### src/rtl/am2910_pkg.sv
// am2910_pkg: opcodes, microword layout, FSM states and fault codes shared by the microprogram controller.
package am2910_pkg;
  localparam int MW = 22;
  localparam int F_I = 0;
  localparam int F_CCEN = 4;
  localparam int F_CSEL = 5;
  localparam int F_CPOL = 7;
  localparam int F_RLD = 8;
  localparam int F_HALT = 9;
  localparam int F_D = 10;
  localparam logic [3:0] JZ = 4'd0, CJS = 4'd1, JMAP = 4'd2, CJP = 4'd3,
                         PUSH = 4'd4, JSRP = 4'd5, CJV = 4'd6, JRP = 4'd7,
                         RFCT = 4'd8, RPCT = 4'd9, CRTN = 4'd10, CJPP = 4'd11,
                         LDCT = 4'd12, LOOP = 4'd13, CONT = 4'd14, TWB = 4'd15,
                         HOLD = 4'd14;
  // CONT with CI=0, no counter load, condition disabled: sequencer stays frozen
  localparam logic [MW-1:0] HOLD_WORD = {12'd0, 1'b0, 1'b1, 1'b0, 2'd0, 1'b1, HOLD};
  typedef enum logic [2:0] {S_IDLE, S_CLR, S_RUN, S_DONE, S_FAULT} state_t;
  typedef enum logic [1:0] {FLT_NONE, FLT_OVF, FLT_RANGE, FLT_WDOG} fault_t;
endpackage

### src/rtl/am2910_cstore.sv
// am2910_cstore: writable control store, synchronous read into the microinstruction pipeline register.
module am2910_cstore
  import am2910_pkg::*;
#(
  parameter int AW = 6
) (
  input  logic          clk,
  input  logic          rst,
  input  logic          we,
  input  logic [AW-1:0] waddr,
  input  logic [MW-1:0] wdata,
  input  logic          re,
  input  logic [AW-1:0] raddr,
  output logic [MW-1:0] rdata
);
  logic [MW-1:0] mem [2**AW];
  logic [MW-1:0] rdata_q;
  always_ff @(posedge clk) if (we) mem[waddr] <= wdata;
  always_ff @(posedge clk) begin
    if (rst) rdata_q <= HOLD_WORD;
    else if (re) rdata_q <= mem[raddr];
  end
  assign rdata = rdata_q;
endmodule

### src/rtl/am2910_uctrl.sv
// am2910_uctrl: microprogram controller driving an am2910 sequencer with start/done, fault trapping and issue count.
module am2910_uctrl
  import am2910_pkg::*;
#(
  parameter int AW = 6,
  parameter int MAX_CYCLES = 1000
) (
  input  logic          clk,
  input  logic          rst,
  input  logic          start,
  input  logic          cs_we,
  input  logic [AW-1:0] cs_addr,
  input  logic [MW-1:0] cs_wdata,
  input  logic [3:0]    cond_in,
  input  logic [11:0]   seq_y,
  input  logic          seq_full,
  output logic [3:0]    seq_i,
  output logic          seq_ccen_bar,
  output logic          seq_cc_bar,
  output logic          seq_rld_bar,
  output logic          seq_ci,
  output logic [11:0]   seq_d,
  output logic          busy,
  output logic          done,
  output logic [1:0]    fault,
  output logic [15:0]   issued
);
  state_t        state_q, state_d;
  fault_t        fault_q, fault_d;
  logic [15:0]   issued_q, issued_d;
  logic          done_q, done_d;
  logic [MW-1:0] pipe;
  logic          ovf, range_err, wdog, go;
  am2910_cstore #(.AW(AW)) u_cstore (
    .clk   (clk),
    .rst   (rst),
    .we    (cs_we && state_q == S_IDLE),
    .waddr (cs_addr),
    .wdata (cs_wdata),
    .re    (state_q == S_CLR || go),
    .raddr (state_q == S_CLR ? '0 : seq_y[AW-1:0]),
    .rdata (pipe)
  );
  always_comb begin
    ovf       = (pipe[F_I +: 4] inside {CJS, PUSH, JSRP}) && seq_full;
    range_err = |(seq_y >> AW);
    wdog      = issued_q == 16'(MAX_CYCLES);
    go        = state_q == S_RUN && !pipe[F_HALT] && !ovf && !range_err && !wdog;
  end
  always_ff @(posedge clk) begin
    if (rst) begin
      state_q  <= S_IDLE;
      fault_q  <= FLT_NONE;
      issued_q <= '0;
      done_q   <= 1'b0;
    end else begin
      state_q  <= state_d;
      fault_q  <= fault_d;
      issued_q <= issued_d;
      done_q   <= done_d;
    end
  end
  always_comb begin
    state_d  = state_q;
    fault_d  = fault_q;
    issued_d = issued_q;
    done_d   = 1'b0;
    case (state_q)
      S_IDLE, S_DONE, S_FAULT: if (start) begin
        state_d  = S_CLR;
        fault_d  = FLT_NONE;
        issued_d = '0;
      end
      S_CLR: state_d = S_RUN;
      S_RUN: begin
        if (pipe[F_HALT]) begin
          state_d = S_DONE;
          done_d  = 1'b1;
        end else if (ovf || range_err || wdog) begin
          state_d = S_FAULT;
          fault_d = ovf ? FLT_OVF : range_err ? FLT_RANGE : FLT_WDOG;
        end else issued_d = issued_q + 16'(issued_q != 16'hFFFF);
      end
      default: state_d = S_IDLE;
    endcase
  end
  always_comb begin
    busy         = state_q == S_CLR || state_q == S_RUN;
    seq_i        = state_q == S_CLR ? JZ : go ? pipe[F_I +: 4] : HOLD;
    seq_ccen_bar = go ? pipe[F_CCEN] : 1'b1;
    seq_rld_bar  = go ? pipe[F_RLD] : 1'b1;
    seq_d        = go ? pipe[F_D +: 12] : 12'd0;
    seq_ci       = go;
    seq_cc_bar   = go ? ~(cond_in[pipe[F_CSEL +: 2]] ^ pipe[F_CPOL]) : 1'b1;
  end
  assign done   = done_q;
  assign fault  = fault_q;
  assign issued = issued_q;
endmodule

### config.mk
export PLATFORM = sky130hd
export DESIGN_NAME = am2910_uctrl
export DESIGN_NICKNAME = d
export VERILOG_FILES = /design/src/rtl/am2910_pkg.sv /design/src/rtl/am2910_cstore.sv /design/src/rtl/am2910_uctrl.sv
export SDC_FILE = /design/constraint.sdc
export NUM_CORES = 2
export LEC_CHECK = 0
export CELL_PAD_IN_SITES_DETAIL_PLACEMENT = 2
export CELL_PAD_IN_SITES_GLOBAL_PLACEMENT = 2
export CORE_ASPECT_RATIO = 2
export CORE_UTILIZATION = 53
export DETAILED_ROUTE_END_ITERATION = 7
export PLACE_DENSITY = 0.9
export SYNTH_ARGS = -nofsm -noshare
export SYNTH_HDL_FRONTEND = slang
export SYNTH_HIERARCHICAL = 1
export SYNTH_SLANG_ARGS = --single-unit
### constraint.sdc
create_clock -name clk -period 9.4 [get_ports clk]
set_clock_uncertainty 0.1 [all_clocks]
set_input_delay 1.88 -clock clk [delete_from_list [all_inputs] [get_ports clk]]
set_output_delay 1.88 -clock clk [all_outputs]
set_load 0.02 [all_outputs]
==> metrics.txt <==
final hold vios=0; Resized Gates After CTS=0; Core Region=105000 um2; RePlAce Congestion=0.883; vias in the first global route=32800; layout cell share with drive strength beyond 1=23.5%; later-pin clock latency in the skew report=0.83 ns; EDFF count, synth=1408; Synthesis Warnings=6; largest net degree at the start of global routing=136; Max FO, Critical Path=17; Final #Nets=2881; worst reg2reg setup slack=4.23 ns; P_sw=4.05 mW; clock tree sinks=1452; Hold Path Stages=2; Critical Path Start=seq_y[7]; crit path DAT=4.80 ns; hold_buf cts=0; dominant cells by area after synthesis=edfxtp_1 (75%), mux4_2 (12%), mux2i_1 (3.5%); Hold Crit Start=issued[14]; WL per Instance=49.1 um; drt first-iter violations=4446; final WL=211 mm; full die area=107000 um2; Worst Tran Pin Value=1.46 ns; Setup TNS Final=0 ns; DR vias/cell=7.33; Slew Viols, Final=0; Die H=462 um; DR vias=31500; dpl hpwl=115 mm; Hold Crit Endpoint=issued[14]; R2R Path Start=state_q[2]; CTS H-tree lvls=4; Syn Std Cell Area=56100 um2; Congestion Overflow GR=0; RSZ-0062 raised after global routing=false; Std-Cell Rows=168; TritonCTS clock tree=yes; Filler cells=8067; # DRC=0; Worst VDD drop=0.000241 V; Yosys top cell area share=75.4%; Fmax=0.148 GHz; share of power burned in combinational logic=12.8%; leakage=19.7 nW; Num CTS Buffers=131; clk slew on worst S/H paths=0.08 ns; first-pass GRT wire length=288 mm; Pwr Total=15.2 mW; First-pass DRT Iterations=5; clock root cell=clkbuf_16; Mapped Cells=2675; Hold Path Class=register to register; Pint=11.2 mW; initial core utilization=53.4%; outcome=finished, final reports clean; CP required=7.42 ns; final period utilization=72.1%; min Tclk post-route=6.78 ns; ys async rst share=0%; crit end category=output port; area taken by multi-input logic gates=12400 um2; FF+latch count, synth=1452; clock network power share=39.8%; Yosys cell types=61; Flop pwr share=47.4%; synthesized net count=2726; critical path startpoint category=primary input; pwr/cell area=240 nW/um2; Area Growth Syn to Fin=13.1%; Worst R2R End=u_cstore/rdata[4]; postcts setup bufs=0; io pins=89; Main synth FF type=edfxtp_1; Net Sw Frac=26.6%; biggest area consumer among synthesized cells=edfxtp_1; GRT Total Usage=40.5%; post-detailed-route count of antenna-violating nets=0; kind of critical path=primary input to output port; Mapped Avg Cell Area=21.0 um2; Die W=232 um; final setup violation count=0; cell depth of the worst flop-to-flop path=10; Port-buffer cells=88; Max transition margin=2.75%; FF+latch area=43200 um2; CTS max path bufs=3; initial antenna violation count=11; post-synthesis sequential area ratio=77.0%; Max-Cap Viols=0
[layout by cell type, fill, tap and decap left out, types with 6 or more instances in the layout]
| master | count |
|---|---|
| a21oi_1 | 30 |
| a22oi_1 | 164 |
| a31oi_1 | 6 |
| a41o_1 | 17 |
| and2_1 | 16 |
| buf_2 | 17 |
| buf_4 | 81 |
| bufinv_16 | 21 |
| clkbuf_1 | 20 |
| clkbuf_16 | 137 |
| clkbuf_8 | 7 |
| clkdlybuf4s50_1 | 66 |
| clkinv_1 | 17 |
| clkinv_2 | 12 |
| clkinv_8 | 6 |
| clkinvlp_4 | 10 |
| dfxtp_1 | 44 |
| edfxtp_1 | 1408 |
| mux2_2 | 6 |
| mux2i_1 | 198 |
| mux4_2 | 289 |
| nand2_1 | 62 |
| nand3_1 | 74 |
| nand4_1 | 14 |
| nor2_1 | 18 |
| nor2_2 | 40 |
| nor2_4 | 24 |
| nor2b_1 | 9 |
| nor4_1 | 6 |
| o31ai_1 | 9 |
| or4_1 | 9 |
[power by group through the flow]
stage / Combinational (mW) / Clock, mW / Sequential [mW]
finish: 1.96 / 6.06 / 7.21
CTS: 1.92 / 6.10 / 7.21
global route: 1.98 / 6.24 / 7.21
floorplan: 1.13 / 0 / 7.31
detailed placement: 1.85 / 0 / 7.35
global placement: 1.70 / 0 / 7.33
[flip-flops by register name, summed over array words and instances, names as in the netlist]
register / flops
state_q: 3
u_cstore/mem: 1408
issued: 16
fault: 2
u_cstore/rdata: 22
done: 1
[metrics by stage]
step / setup WS [ns] / cell area [um2] / cells / hold slack, ns / util (%)
after floorplan: 4.31 / 56100 / 2675 / 0.330 / -
after global placement: 2.98 / 58800 / 4057 / 0.370 / 56.0
after detailed placement: 2.77 / 58800 / 4057 / 0.395 / 56.0
after CTS: 2.68 / 63400 / 4297 / 0.447 / 60.4
after global routing: 2.60 / 63400 / 4297 / 0.476 / 60.4
final: 2.62 / 63400 / 4302 / 0.441 / 60.4
[worst max path at each step]
stage          cells past startpoint   endpoint
2_1_floorplan                      6  seq_d[10]
3_5_place_dp                       7   seq_i[0]
3_3_place_gp                       7   seq_i[0]
6_report                           7   seq_d[2]
5_1_grt                            7   seq_d[2]
4_1_cts                            7   seq_d[2]
[area by class of cell]
cell class | instances | area share, %
diodes | 5 | 0.0197
clock buffers | 164 | 5.68
clock inverters | 76 | 1.61
inverters | 3 | 0.0178
multi-input cells | 1073 | 19.6
flip-flops and latches | 1452 | 68.1
well taps | 1360 | 2.68
repair buffers | 169 | 2.29
[cells in the mapped netlist (6+ instances only)]
master and instances:
mux4_2 289, buf_2 50, buf_4 16, nor4_1 6, a22oi_1 164, nor2_1 82
clkbuf_1 58, and2_1 21, mux2i_1 198, a31oi_1 6, buf_1 11, buf_6 12
dfxtp_1 44, nor2b_1 12, edfxtp_1 1408, mux2_2 6, nand4_1 14, a41o_1 17
or4_1 9, nand3_1 74, a21oi_1 30, o31ai_1 9, nand2_1 62
[critical path, stage by stage]
cell and delay, ns:
clkdlybuf4s50_1 0.46, nor4_4 0.40, o211a_4 0.25, nand3_2 0.20, inv_1 0.62, and2_1 0.27
clkdlybuf4s50_1 0.68
[per-layer routing]
metal	track usage (%)	routed length, um	up-vias
met3	7.33	18000	704
met2	67.5	106000	2544
met1	48.6	70600	16700
met5	0	67	-
met4	25.7	16400	10
li1	-	-	11500
[cell families (layout without fill, tap and decap cells)]
logic type	count (synthesis)	count (layout)	share of synthesized area, %
compound gates	252	252	3.35
buf+inv	150	412	1.38
xor+xnor	1	1	0.0156
mux	493	493	15.3
flops	1452	1452	77.0
fa+ha+maj	2	2	0.0446
simple gates	325	325	2.95
other cells	0	5	0
(Power assumes the default switching activity.)
